[config.mk]
export PLATFORM = sky130hd
export DESIGN_NAME = gpzda_emitter
export DESIGN_NICKNAME = d
export VERILOG_FILES = /design/src/rtl/gpzda_pkg.sv /design/src/rtl/nmea_checksum_acc.sv /design/src/rtl/gpzda_emitter.sv
export SDC_FILE = /design/constraint.sdc
export NUM_CORES = 1
export LEC_CHECK = 0
export ABC_AREA = 0
export CORE_ASPECT_RATIO = 0.6
export CORE_MARGIN = 1
export CORE_UTILIZATION = 56
export CTS_CLUSTER_SIZE = 20
export DETAILED_ROUTE_END_ITERATION = 10
export GPL_ROUTABILITY_DRIVEN = 0
export HOLD_SLACK_MARGIN = 0.06
export PLACE_DENSITY = 0.85
export RECOVER_POWER = 25
export SYNTH_ARGS = -nofsm -noshare
export SYNTH_HDL_FRONTEND = slang
export SYNTH_SLANG_ARGS = --single-unit
[constraint.sdc]
create_clock -name clock -period 4.4 [get_ports clock]
set_input_delay 0.88 -clock clock [delete_from_list [all_inputs] [get_ports clock]]
set_output_delay 0.88 -clock clock [all_outputs]
set_load 0.005 [all_outputs]
[src/rtl/gpzda_pkg.sv]
// Shared constants, types and helpers for the $GPZDA sentence emitter.
package gpzda_pkg;

    localparam int unsigned BYTE_W    = 8;
    localparam int unsigned IDX_W     = 6;
    localparam int unsigned N_WITH_CS = 38;
    localparam int unsigned N_NO_CS   = 35;

    localparam logic [BYTE_W-1:0] ASCII_DOLLAR = 8'h24;
    localparam logic [BYTE_W-1:0] ASCII_COMMA  = 8'h2C;
    localparam logic [BYTE_W-1:0] ASCII_DOT    = 8'h2E;
    localparam logic [BYTE_W-1:0] ASCII_STAR   = 8'h2A;
    localparam logic [BYTE_W-1:0] ASCII_CR     = 8'h0D;
    localparam logic [BYTE_W-1:0] ASCII_LF     = 8'h0A;
    localparam logic [BYTE_W-1:0] ASCII_ZERO   = 8'h30;

    // Byte positions inside the sentence
    localparam logic [IDX_W-1:0] IDX_C0       = 6'd6;
    localparam logic [IDX_W-1:0] IDX_TIME     = 6'd7;
    localparam logic [IDX_W-1:0] IDX_DOT      = 6'd13;
    localparam logic [IDX_W-1:0] IDX_FRAC     = 6'd14;
    localparam logic [IDX_W-1:0] IDX_C1       = 6'd16;
    localparam logic [IDX_W-1:0] IDX_DAY      = 6'd17;
    localparam logic [IDX_W-1:0] IDX_C2       = 6'd19;
    localparam logic [IDX_W-1:0] IDX_MON      = 6'd20;
    localparam logic [IDX_W-1:0] IDX_C3       = 6'd22;
    localparam logic [IDX_W-1:0] IDX_YEAR     = 6'd23;
    localparam logic [IDX_W-1:0] IDX_C4       = 6'd27;
    localparam logic [IDX_W-1:0] IDX_ZH       = 6'd28;
    localparam logic [IDX_W-1:0] IDX_C5       = 6'd30;
    localparam logic [IDX_W-1:0] IDX_ZM       = 6'd31;
    localparam logic [IDX_W-1:0] IDX_CS_FIRST = 6'd1;
    localparam logic [IDX_W-1:0] IDX_CS_LAST  = 6'd32;
    localparam logic [IDX_W-1:0] IDX_STAR     = 6'd33;
    localparam logic [IDX_W-1:0] IDX_CS_HI    = 6'd34;
    localparam logic [IDX_W-1:0] IDX_CS_LO    = 6'd35;
    localparam logic [IDX_W-1:0] IDX_CR_CS    = 6'd36;
    localparam logic [IDX_W-1:0] IDX_LF_CS    = 6'd37;
    localparam logic [IDX_W-1:0] IDX_CR_NO_CS = 6'd33;
    localparam logic [IDX_W-1:0] IDX_LF_NO_CS = 6'd34;

    typedef enum logic {
        ST_IDLE = 1'b0,
        ST_SEND = 1'b1
    } state_t;

    // BCD digit to ASCII; nibbles above 9 pass through unchecked
    function automatic logic [BYTE_W-1:0] bcd_to_ascii(input logic [3:0] d);
        return ASCII_ZERO | {4'h0, d};
    endfunction

    // Nibble to uppercase hex ASCII
    function automatic logic [BYTE_W-1:0] nibble_to_hex_ascii(input logic [3:0] n);
        if (n < 4'd10) begin
            return ASCII_ZERO | {4'h0, n};
        end
        return BYTE_W'(8'h37 + {4'h0, n});
    endfunction

endpackage

[src/rtl/nmea_checksum_acc.sv]
// Running 8-bit XOR over the bytes of one NMEA sentence.
module nmea_checksum_acc
    import gpzda_pkg::*;
(
    input  logic              clock,
    input  logic              reset,
    input  logic              clear,
    input  logic              en,
    input  logic [BYTE_W-1:0] byte_in,
    output logic [BYTE_W-1:0] xor_out
);

    // Accumulate on enable, restart on clear
    always_ff @(posedge clock) begin
        if (reset || clear) begin
            xor_out <= '0;
        end else if (en) begin
            xor_out <= xor_out ^ byte_in;
        end
    end

endmodule

[src/rtl/gpzda_emitter.sv]
// Serialises one "$GPZDA,hhmmss.00,dd,mm,yyyy,ZH,ZM*CS\r\n" sentence per start
// over a valid/ready byte stream. Define NMEA_CHECKSUM_EN to include "*CS";
// without it the sentence ends "ZM\r\n" and no checksum logic is built.
module gpzda_emitter
    import gpzda_pkg::*;
#(
    parameter int unsigned B       = 8,
    parameter logic [47:0] HEADER  = "$GPZDA",
    parameter logic [7:0]  ZONE_HH = 8'h00,
    parameter logic [7:0]  ZONE_MM = 8'h00
) (
    input  logic         clock,
    input  logic         reset,
    input  logic         start,
    input  logic [23:0]  time_bcd,
    input  logic [31:0]  date_bcd,
    output logic [B-1:0] data,
    output logic         valid,
    input  logic         ready,
    output logic         busy,
    output logic         done
);

`ifdef NMEA_CHECKSUM_EN
    localparam int unsigned N = N_WITH_CS;
`else
    localparam int unsigned N = N_NO_CS;
`endif
    localparam logic [IDX_W-1:0] IDX_LAST = IDX_W'(N - 1);

    state_t            state;
    logic [IDX_W-1:0]  index;
    logic [IDX_W-1:0]  sel_idx;
    logic [23:0]       time_q;
    logic [31:0]       date_q;
    logic [BYTE_W-1:0] next_byte;
    logic              hs;
    logic              start_ok;
    logic              last_byte;

    assign hs        = valid & ready;
    // A start in the done cycle is dropped so one pulse never yields two sentences
    assign start_ok  = (state == ST_IDLE) && start && !done;
    assign last_byte = (index == IDX_LAST);
    // Byte to load next: first byte on start, following byte on handshake
    assign sel_idx   = start_ok ? '0 : index + IDX_W'(1);

`ifdef NMEA_CHECKSUM_EN
    logic [BYTE_W-1:0] cs_value;
    logic              cs_en;

    // XOR covers bytes 1..32, taken as each is accepted
    assign cs_en = (state == ST_SEND) && hs &&
                   (index >= IDX_CS_FIRST) && (index <= IDX_CS_LAST);

    nmea_checksum_acc u_checksum (
        .clock   (clock),
        .reset   (reset),
        .clear   (start_ok),
        .en      (cs_en),
        .byte_in (BYTE_W'(data)),
        .xor_out (cs_value)
    );
`endif

    // Sentence byte map, selected by position
    always_comb begin
        next_byte = '0;
        case (sel_idx)
            6'd0:                   next_byte = HEADER[47:40];
            6'd1:                   next_byte = HEADER[39:32];
            6'd2:                   next_byte = HEADER[31:24];
            6'd3:                   next_byte = HEADER[23:16];
            6'd4:                   next_byte = HEADER[15:8];
            6'd5:                   next_byte = HEADER[7:0];
            IDX_C0, IDX_C1, IDX_C2,
            IDX_C3, IDX_C4, IDX_C5: next_byte = ASCII_COMMA;
            IDX_TIME:               next_byte = bcd_to_ascii(time_q[23:20]);
            IDX_TIME + 6'd1:        next_byte = bcd_to_ascii(time_q[19:16]);
            IDX_TIME + 6'd2:        next_byte = bcd_to_ascii(time_q[15:12]);
            IDX_TIME + 6'd3:        next_byte = bcd_to_ascii(time_q[11:8]);
            IDX_TIME + 6'd4:        next_byte = bcd_to_ascii(time_q[7:4]);
            IDX_TIME + 6'd5:        next_byte = bcd_to_ascii(time_q[3:0]);
            IDX_DOT:                next_byte = ASCII_DOT;
            IDX_FRAC,
            IDX_FRAC + 6'd1:        next_byte = ASCII_ZERO;
            IDX_DAY:                next_byte = bcd_to_ascii(date_q[31:28]);
            IDX_DAY + 6'd1:         next_byte = bcd_to_ascii(date_q[27:24]);
            IDX_MON:                next_byte = bcd_to_ascii(date_q[23:20]);
            IDX_MON + 6'd1:         next_byte = bcd_to_ascii(date_q[19:16]);
            IDX_YEAR:               next_byte = bcd_to_ascii(date_q[15:12]);
            IDX_YEAR + 6'd1:        next_byte = bcd_to_ascii(date_q[11:8]);
            IDX_YEAR + 6'd2:        next_byte = bcd_to_ascii(date_q[7:4]);
            IDX_YEAR + 6'd3:        next_byte = bcd_to_ascii(date_q[3:0]);
            IDX_ZH:                 next_byte = bcd_to_ascii(ZONE_HH[7:4]);
            IDX_ZH + 6'd1:          next_byte = bcd_to_ascii(ZONE_HH[3:0]);
            IDX_ZM:                 next_byte = bcd_to_ascii(ZONE_MM[7:4]);
            IDX_ZM + 6'd1:          next_byte = bcd_to_ascii(ZONE_MM[3:0]);
`ifdef NMEA_CHECKSUM_EN
            IDX_STAR:               next_byte = ASCII_STAR;
            IDX_CS_HI:              next_byte = nibble_to_hex_ascii(cs_value[7:4]);
            IDX_CS_LO:              next_byte = nibble_to_hex_ascii(cs_value[3:0]);
            IDX_CR_CS:              next_byte = ASCII_CR;
            IDX_LF_CS:              next_byte = ASCII_LF;
`else
            IDX_CR_NO_CS:           next_byte = ASCII_CR;
            IDX_LF_NO_CS:           next_byte = ASCII_LF;
`endif
            default:                next_byte = '0;
        endcase
    end

    // Sentence FSM with registered stream outputs
    always_ff @(posedge clock) begin
        if (reset) begin
            state  <= ST_IDLE;
            index  <= '0;
            data   <= '0;
            valid  <= 1'b0;
            busy   <= 1'b0;
            done   <= 1'b0;
            time_q <= '0;
            date_q <= '0;
        end else begin
            done <= 1'b0;
            case (state)
                ST_IDLE: begin
                    if (start_ok) begin
                        time_q <= time_bcd;
                        date_q <= date_bcd;
                        index  <= '0;
                        data   <= B'(next_byte);
                        valid  <= 1'b1;
                        busy   <= 1'b1;
                        state  <= ST_SEND;
                    end
                end
                ST_SEND: begin
                    if (hs) begin
                        if (last_byte) begin
                            state <= ST_IDLE;
                            index <= '0;
                            data  <= '0;
                            valid <= 1'b0;
                            busy  <= 1'b0;
                            done  <= 1'b1;
                        end else begin
                            index <= sel_idx;
                            data  <= B'(next_byte);
                        end
                    end
                end
                default: state <= ST_IDLE;
            endcase
        end
    end

endmodule

# == Word-level counts from Yosys, hierarchy flattened ==
# Index checks and enable logic that the tools add are counted.
# word_totals
reg_bits,73
latch_bits,0
ram_bits,0
romBits,0
inputBits,60
wordCells,78
mem_count,0
# op_classes
add_sub_neg,1
multipliers,0
div,0
n_lt_le_gt_ge,0
n_eq_ne,38
n_shift,0
mux,19
bitwise_logic,3
reduce_logical,10
# ops
op,n
7-bit case mux with 25 select lines,1
6-bit by 5-bit equality test with 1-bit output (second input constant),16
6-bit by 4-bit equality test with 1-bit output (second input constant),8
6-bit by 3-bit equality test with 1-bit output (second input constant),4
6-bit equality test (second input constant),4
6-bit 2-to-1 mux,4
8-bit 2-to-1 mux,3
8-bit case mux with 2 select lines,1
6-bit by 2-bit equality test with 1-bit output (second input constant),2
6-bit case mux with 2 select lines,1
6-bit OR reduction,2
1-bit 2-to-1 mux,7
6-bit by 1-bit adder with 6-bit output (second input constant),1
6-bit by 1-bit equality test with 1-bit output (second input constant),1
6-bit zero test,1
2-bit by 1-bit != test with 1-bit output (second input constant),2
1-bit case mux with 2 select lines,2
2-bit AND reduction,2
3-bit AND reduction,1
3-bit OR reduction,1
1-bit logical AND,2
2-bit != test (second input constant),1
1-bit inverter,2
1-bit bitwise AND,1
1-bit zero test,1

# == Depth between registers and ports, before layout ==
# Gate-level depths: netlist of the first run.
# depth
ltp_word,10
ltp_mapped,12
depth_no_buf,9

# == Worst setup path before layout of the first run ==
# No wires, ideal clock.
# synth_timing
path_type,flip-flop to flip-flop
from,register index[0]
to,register data[4]
setup_ps,117
arrival_ps,2510
t_required_ps,4283
slack_ps,1772
path_stages_with_launch,12
period_less_slack_ps,2628
cell_sequence,dfxtp_1 buf_4 clkbuf_1 inv_1 ha_1 buf_2 buf_1 a311oi_1 o2bb2ai_1 a211oi_2 o41ai_1 a32o_1
# synth_between
elab_chain_cells,8
word_cells_on_any_way,45
# synth_lines
element,line,source
start: declaration,gpzda_emitter.sv:32,logic [IDX_W-1:0] index;
start signal: assignment,gpzda_emitter.sv:148,index <= sel_idx;
6-bit by 1-bit adder with 6-bit output,gpzda_emitter.sv:46,assign sel_idx = start_ok ? '0 : index + IDX_W'(1);
6-bit 2-to-1 mux,gpzda_emitter.sv:46,
6-bit equality test (tied with other cells),gpzda_emitter.sv:69,case (sel_idx)
"6-bit OR reduction, on equally long branches",--,
7-bit case mux with 25 select lines,gpzda_emitter.sv:69,
8-bit 2-to-1 mux,gpzda_emitter.sv:140,if (last_byte) begin
8-bit 2-to-1 mux,gpzda_emitter.sv:139,if (hs) begin
8-bit case mux with 2 select lines (*),gpzda_emitter.sv:126,case (state)
end signal: assignment,gpzda_emitter.sv:132,data <= B'(next_byte);
end signal: assignment,gpzda_emitter.sv:149,data <= B'(next_byte);
end: declaration,gpzda_emitter.sv:17,"output logic [B-1:0] data,"
# Mark *: on every way between the ends. The rest lies on a longest branch, timed or not. The select of a mux whose other input is x is not followed.
# A chain may end at the register's enable or synchronous reset.

# == Worst setup path after layout of the first run ==
# layout_timing
from,input start
to,register data[4]
# layout_between
elab_chain_cells,9
word_cells_on_any_way,47
# layout_lines
element,line,source
start: declaration,gpzda_emitter.sv:14,"input logic start,"
1-bit logical AND (*) (2 in series),gpzda_emitter.sv:43,assign start_ok = (state == ST_IDLE) && start && !done;
6-bit 2-to-1 mux,gpzda_emitter.sv:46,
6-bit equality test (tied with other cells),gpzda_emitter.sv:69,
"6-bit OR reduction, on equally long branches",--,
7-bit case mux with 25 select lines,gpzda_emitter.sv:69,
8-bit 2-to-1 mux,gpzda_emitter.sv:140,
8-bit 2-to-1 mux,gpzda_emitter.sv:139,
8-bit case mux with 2 select lines,gpzda_emitter.sv:126,
# Marks and branches as above.

==> results of run 1 <==
-- sequential cells by signal (all words and copies together) (netlist names) --
signal  cells
state       1
data        7
done        1
index       6
time_q     24
date_q     32
busy        1
-- critical path, cell delays in order --
cell and delay (ns):
dlygate4sd3_1 0.57, nor3b_4 0.71, buf_4 0.41, nor3_1 0.13, a21oi_1 0.20, o22ai_1 0.10
a211oi_2 0.25, o41ai_1 0.15, a32o_1 0.24
-- worst paths after layout --
path              startpoint         end  cells past startpoint
setup / recovery       start     data[4]                      9
hold / removal    time_q[12]  time_q[12]                      2
setup reg to reg    index[1]     data[3]                      9
hold reg to reg   time_q[12]  time_q[12]                      2
-- cells in the mapped netlist (2+ instances only) --
cell type,number,area share
a211oi_1,7,0.014
o211ai_1,3,0.0060
and2_1,2,0.0033
and3_1,5,0.0083
nand3_1,14,0.019
buf_4,8,0.016
nor4_1,5,0.0083
nor2b_1,3,0.0050
nand4_1,2,0.0033
nand3b_1,2,0.0040
a311oi_2,2,0.0080
a22oi_1,6,0.012
a32oi_1,4,0.0093
xor2_1,2,0.0047
ha_1,2,0.0067
a31oi_1,8,0.013
nor3_1,18,0.024
o21ai_0,12,0.016
nand2b_1,3,0.0050
inv_1,5,0.0050
nand2_1,141,0.14
a311oi_1,4,0.0093
nor2_1,17,0.017
a32o_1,3,0.0080
xnor2_1,4,0.0093
nor4_4,2,0.011
a21oi_1,78,0.10
dfxtp_1,72,0.38
mux2i_1,6,0.016
buf_1,4,0.0040
clkbuf_1,17,0.017
buf_2,10,0.013
o22ai_1,4,0.0067
-- power groups by stage --
stage	Sequential, uW	Combinational (uW)	Clock (uW)
finish	710	194	467
global route	712	212	501
CTS	708	194	467
detailed placement	723	193	0
global placement	722	187	0
floorplan	715	105	0
-- routing by layer --
metal  wire length [um]  up-vias
met4                252        0
met3               1380       41
li1                   -     1870
met5                  0        -
met2               4600      255
met1               4790     1800
-- layout make-up --
class / count / area share
multi-input combinational: 384 / 0.455
sequential: 72 / 0.314
timing repair buffer: 79 / 0.165
clock buffer: 10 / 0.0300
tap: 84 / 0.0229
clock inverter: 5 / 0.00737
inverter: 6 / 0.00491
-- through the flow --
stage | setup slack (ns) | hold WS [ns]
after global placement | 0.916 | 0.443
after CTS | 1.17 | 0.456
after global routing | 0.839 | 0.472
final | 0.998 | 0.458
after detailed placement | 0.780 | 0.446
after floorplan | 1.77 | 0.429
-- cells by family after synthesis --
kind of cell / share of synthesized area
DFF: 0.385
buffers and inverters: 0.0564
AOI/OAI and AO/OA: 0.236
other: 0.00100
xor gates and xnor gates: 0.0184
muxes: 0.0220
adders and majority gates: 0.00668
and+or+nand+nor: 0.275
==> run summary, run 1 <==
STATUS
------------------------------------------------------------------------------------------
Result of the run                                                             finished, final reports clean

LAYOUT
------------------------------------------------------------------------------------------
Multi-input gate area                                                           2090 sq um
Ant. Diodes                                                                              0
Post-route core utilization                                                          0.731
Post-Layout Cell Count                                                                 640
Post-layout nets                                                                       614
Flip-flop and latch area                                                        1440 sq um
Number of filler instances in the final layout                                         506
Post-route cell area                                                            4590 sq um
Most common library cell in the layout ignoring fill and taps                      nand2_1
Leading cell types in the layout, fill and taps excluded                      nand2_1 (141), a21oi_1 (78), dfxtp_1 (72)
Layout cell share with drive strength beyond 1                                      0.0683
Layout area overhead                                                                 22.4%

FLOORPLAN
------------------------------------------------------------------------------------------
Starting density of the core                                                         0.597
Ports placed on the boundary                                                            71
Horizontal die dimension                                                            108 um
Total Die Area                                                                  7030 sq um
Placement Rows                                                                          22
Floorplan Core Area                                                             6280 sq um
Die outline height                                                                 65.4 um

SYNTH
------------------------------------------------------------------------------------------
Library cells used by synthesis                                                         59
Syn Area/Cell                                                                   7.48 sq um
Warnings, synthesis                                                                      0
Post-synth net total                                                                   563
Commonest register cell after synthesis                                            dfxtp_1
Number of synthesized register bits                                                     72
Mapped Area                                                                     3750 sq um
Seq/Total Area, Yosys                                                                0.385
Number of instances in the synthesized netlist                                         501
Fraction of registers with async set or reset after synthesis                            0
Number of enable flip-flop cells after synthesis                                         0

PLACED DESIGN
------------------------------------------------------------------------------------------
Post-place instance area                                                        4420 sq um
Count of port buffers added during placement                                            69
Cell Count Post-Placement                                                              625
Half-perimeter wire length after placement                                         7820 um

ROUTING
------------------------------------------------------------------------------------------
Detail-routed via count per cell                                                      6.20
Vias after detailed routing                                                          3,966
First-pass DRT Iterations                                                                6
DRC violation count after routing                                                        0
Routed length per instance                                                         17.2 um
Number of antenna-violating nets in the routed design                                    0
Routed Wire Length                                                               11,000 um
Number of DRC markers in iteration 0                                                   589

TIMING
------------------------------------------------------------------------------------------
Setup repair after global routing missed its margin                                  false
Total count of hold-check failures in the final report                                   0
Number of pins exceeding their max-slew limit in the final report                        0
Final Setup Violations                                                                   0
Maximum frequency from static timing analysis                                    0.294 GHz
Worst clock skew                                                                0.00556 ns
Period Utilization, post-route                                                       0.773
Max-slew headroom                                                                    0.320
Actual slew at the worst max-slew pin                                              1.01 ns
Setup total negative slack                                                            0 ns
Post-layout minimum cycle time                                                     3.40 ns

CRITICAL PATH
------------------------------------------------------------------------------------------
Type of element launching the critical path                                   primary input
Startpoint-to-endpoint class of the critical path                                   in2reg
Data required time at the worst endpoint                                           4.65 ns
Kind of end point of the critical path                                                flop
Data arrival at the endpoint of the critical path                                  3.65 ns
R2r setup slk                                                                      1.17 ns
Largest fanout on the critical path                                                     29

POWER AND IR DROP
------------------------------------------------------------------------------------------
Pwr Total                                                                          1370 uW
Power Dens Cells                                                               299 nW/um^2
P_sw                                                                                376 uW
Max VDD drop                                                                        184 uV
Share of total power in the clock network                                            0.341
Share of power burned in combinational logic                                         0.141
Design internal power                                                               994 uW
Leakage power of the design                                                     0.00161 uW
Fraction of power consumed by sequential logic                                       0.518
Switching Share                                                                      0.275

CTS
------------------------------------------------------------------------------------------
CTS tree                                                                             built
Clock insertion delay at the later pin of the skew report                          0.35 ns
Post-CTS Setup Repair Bufs                                                               0
Number of hold buffers added after CTS                                                   0
Clock tree sinks                                                                        72
H-tree depth                                                                             3
Clock edge transition at the registers on the reported setup and hold paths        0.07 ns
Cell at the root of the clock tree                                                clkbuf_8
Deepest clock path buffer count                                                          2
Total clock buffers created by CTS                                                       9
Post-CTS Resized                                                                         0

GLOBAL ROUTING
------------------------------------------------------------------------------------------
Overall routing resource usage                                                       0.323
Global-route wire length before repair                                           17,500 um
GR met1 Demand/Resource                                                              0.433
Peak-usage layer in the global routing report                                         met2
Vias in the first global route                                                       3,676
Initial antenna violation count                                                          0
Global Route met2 Usage                                                              0.494
Met3 Use GR                                                                         0.0903
GRT Residual Overflow                                                                    0
Largest net degree at the start of global routing                                       35

WORST HOLD PATH
------------------------------------------------------------------------------------------
Path type of the worst min-delay path                                              reg2reg

RUN
------------------------------------------------------------------------------------------
Reported max-cap violation count                                                         0

Power figures use the tool's default switching activity.
==> run 2: changes to the inputs <==
--- a/config.mk
+++ b/config.mk
@@ -8,12 +8,12 @@
 export ABC_AREA = 0
 export CORE_ASPECT_RATIO = 0.6
 export CORE_MARGIN = 1
-export CORE_UTILIZATION = 56
+export CORE_UTILIZATION = 47
 export CTS_CLUSTER_SIZE = 20
 export DETAILED_ROUTE_END_ITERATION = 10
 export GPL_ROUTABILITY_DRIVEN = 0
 export HOLD_SLACK_MARGIN = 0.06
-export PLACE_DENSITY = 0.85
+export PLACE_DENSITY = 0.76
 export RECOVER_POWER = 25
 export SYNTH_ARGS = -nofsm -noshare
 export SYNTH_HDL_FRONTEND = slang
==> constraint.sdc (replaced) <==
create_clock -name clock -period 2.8 [get_ports clock]
set_input_delay 0.56 -clock clock [delete_from_list [all_inputs] [get_ports clock]]
set_output_delay 0.56 -clock clock [all_outputs]
set_load 0.005 [all_outputs]
==> run summary, run 2 (synthesis results as in run 1) <==
CTS
------------------------------------------------------------------------------------------
Clock insertion delay at the later pin of the skew report                          0.34 ns   was 0.35 ns
Post-CTS Setup Repair Bufs                                                               0   unchanged
Deepest clock path buffer count                                                          2   unchanged
Cell at the root of the clock tree                                               clkbuf_16   was clkbuf_8
Total clock buffers created by CTS                                                       9   unchanged
Clock tree sinks                                                                        72   unchanged
Clock edge transition at the registers on the reported setup and hold paths        0.05 ns   was 0.07 ns
CTS tree                                                                             built   unchanged
H-tree depth                                                                             3   unchanged

POWER AND IR DROP
------------------------------------------------------------------------------------------
Power Dens Cells                                                               520 nW/um^2   was 299 nW/um^2
Max VDD drop                                                                        318 uV   was 184 uV
Leakage power of the design                                                     0.00177 uW   was 0.00161 uW
Pwr Total                                                                          2560 uW   was 1370 uW

ROUTING
------------------------------------------------------------------------------------------
Routed length per instance                                                         16.7 um   was 17.2 um
First-pass DRT Iterations                                                                6   unchanged
Number of DRC markers in iteration 0                                                   449   was 589
Vias after detailed routing                                                          4,059   was 3,966
Detail-routed via count per cell                                                      5.93   was 6.20
Routed Wire Length                                                               11,400 um   was 11,000 um
DRC violation count after routing                                                        0   unchanged
Number of antenna-violating nets in the routed design                                    0   unchanged

FLOORPLAN
------------------------------------------------------------------------------------------
Total Die Area                                                                  8350 sq um   was 7030 sq um
Starting density of the core                                                         0.501   was 0.597
Placement Rows                                                                          24   was 22
Horizontal die dimension                                                            117 um   was 108 um
Ports placed on the boundary                                                            71   unchanged
Floorplan Core Area                                                             7480 sq um   was 6280 sq um
Die outline height                                                                 71.2 um   was 65.4 um

CRITICAL PATH
------------------------------------------------------------------------------------------
Startpoint-to-endpoint class of the critical path                                  reg2reg   was in2reg
Type of element launching the critical path                                           flop   was primary input
Data required time at the worst endpoint                                           3.05 ns   was 4.65 ns
Kind of end point of the critical path                                                flop   unchanged
Largest fanout on the critical path                                                      9   was 29
R2r setup slk                                                                      0.22 ns   was 1.17 ns
Data arrival at the endpoint of the critical path                                  2.83 ns   was 3.65 ns

TIMING
------------------------------------------------------------------------------------------
Max-slew headroom                                                                    0.573   was 0.320
Actual slew at the worst max-slew pin                                             0.641 ns   was 1.01 ns
Final Setup Violations                                                                   0   unchanged
Setup repair after global routing missed its margin                                  false   unchanged
Post-layout minimum cycle time                                                     2.58 ns
Worst clock skew                                                                0.00860 ns   was 0.00556 ns
Period Utilization, post-route                                                       0.922
Total count of hold-check failures in the final report                                   0   unchanged
Setup total negative slack                                                            0 ns   unchanged
Number of pins exceeding their max-slew limit in the final report                        0   unchanged
Maximum frequency from static timing analysis                                    0.388 GHz

GLOBAL ROUTING
------------------------------------------------------------------------------------------
Largest net degree at the start of global routing                                       63   was 35
Global-route wire length before repair                                           18,000 um   was 17,500 um
Overall routing resource usage                                                       0.287   was 0.323
Initial antenna violation count                                                          0   unchanged
Vias in the first global route                                                       3,591   was 3,676
GRT Residual Overflow                                                                    0   unchanged

LAYOUT
------------------------------------------------------------------------------------------
Most common library cell in the layout ignoring fill and taps                      nand2_1   unchanged
Leading cell types in the layout, fill and taps excluded                      nand2_1 (141), a21oi_1 (78), dfxtp_1 (72)   unchanged
Layout cell share with drive strength beyond 1                                       0.109   was 0.0683
Post-route core utilization                                                          0.658   was 0.731
Flip-flop count of the largest register after layout                                    32   unchanged
Top register by number of flip-flops                                                date_q   unchanged
Post-Layout Cell Count                                                                 684   was 640
Ant. Diodes                                                                              0   unchanged
Layout area overhead                                                                 31.4%   was 22.4%
Top Registers                                                                 date_q x32, time_q x24, data x7   unchanged
Post-layout nets                                                                       638   was 614

STATUS
------------------------------------------------------------------------------------------
Result of the run                                                             finished, final reports clean   unchanged

WORST HOLD PATH
------------------------------------------------------------------------------------------
Path type of the worst min-delay path                                              reg2reg   unchanged

PLACED DESIGN
------------------------------------------------------------------------------------------
Half-perimeter wire length after placement                                         8310 um   was 7820 um
Count of port buffers added during placement                                            69   unchanged
Cell Count Post-Placement                                                              669   was 625

RUN
------------------------------------------------------------------------------------------
Reported max-cap violation count                                                         0   unchanged

==> run 2: metrics by stage <==
step           instance area (sq um)  hold slack (ns)  worst slack, ns
2_1_floorplan                   3750            0.429            0.172
3_3_place_gp                    4630            0.439          0.00805
3_5_place_dp                    4630            0.447          -0.0149
4_1_cts                         4920            0.455           0.0707
5_1_grt                         4920            0.468           0.0787
6_report                        4920            0.452            0.220
==> run 2: cell type report <==
cell class / count / area [sq um]
flip-flops and latches: 72 / 1440
inverters: 6 / 22.5
clock inverters: 3 / 42.5
well taps: 104 / 130
clock buffers: 12 / 246
multi-input cells: 384 / 2110
fillers: 646 / 2550
repair buffers: 103 / 933
==> run 2: where the power goes <==
| group | leakage [uW] | internal, uW | switching, uW |
|---|---|---|---|
| clock network | 0.000139 | 707 | 416 |
| logic | 0.00105 | 159 | 163 |
| registers | 0.000590 | 1080 | 36.9 |
| total | 0.00177 | 1950 | 616 |
==> run 2: path summary, 6_finish.rpt <==
check	startpoint	to	cells past startpoint
hold reg to reg	date_q[7]	date_q[7]	2
setup reg to reg	index[0]	data[3]	8
setup / recovery	index[0]	data[3]	8
hold / removal	date_q[7]	date_q[7]	2
==> run 2: metal layers <==
layer,GRT usage,vias up,share of wire
met1,0.410,1850,0.45
met2,0.390,266,0.41
li1,-,1919,-
met4,0.0942,0,0.017
met3,0.113,24,0.13
met5,0,-,0
==> run 2: timing repair <==
item,in CTS,in global routing
endpoints found under the hold margin,0,0
gates resized for setup,0,6
setup endpoints to repair,0,6
hold buffers,0,0
==> run 2: worst max-delay path: stages (launching register included) <==
cell and delay [ns]:
dfxtp_1 0.40, inv_1 0.15, ha_2 0.45, nand2b_1 0.27, nor3_1 0.61, a22oi_1 0.12, o21ai_0 0.16, nor4_2 0.10
a211oi_1 0.23
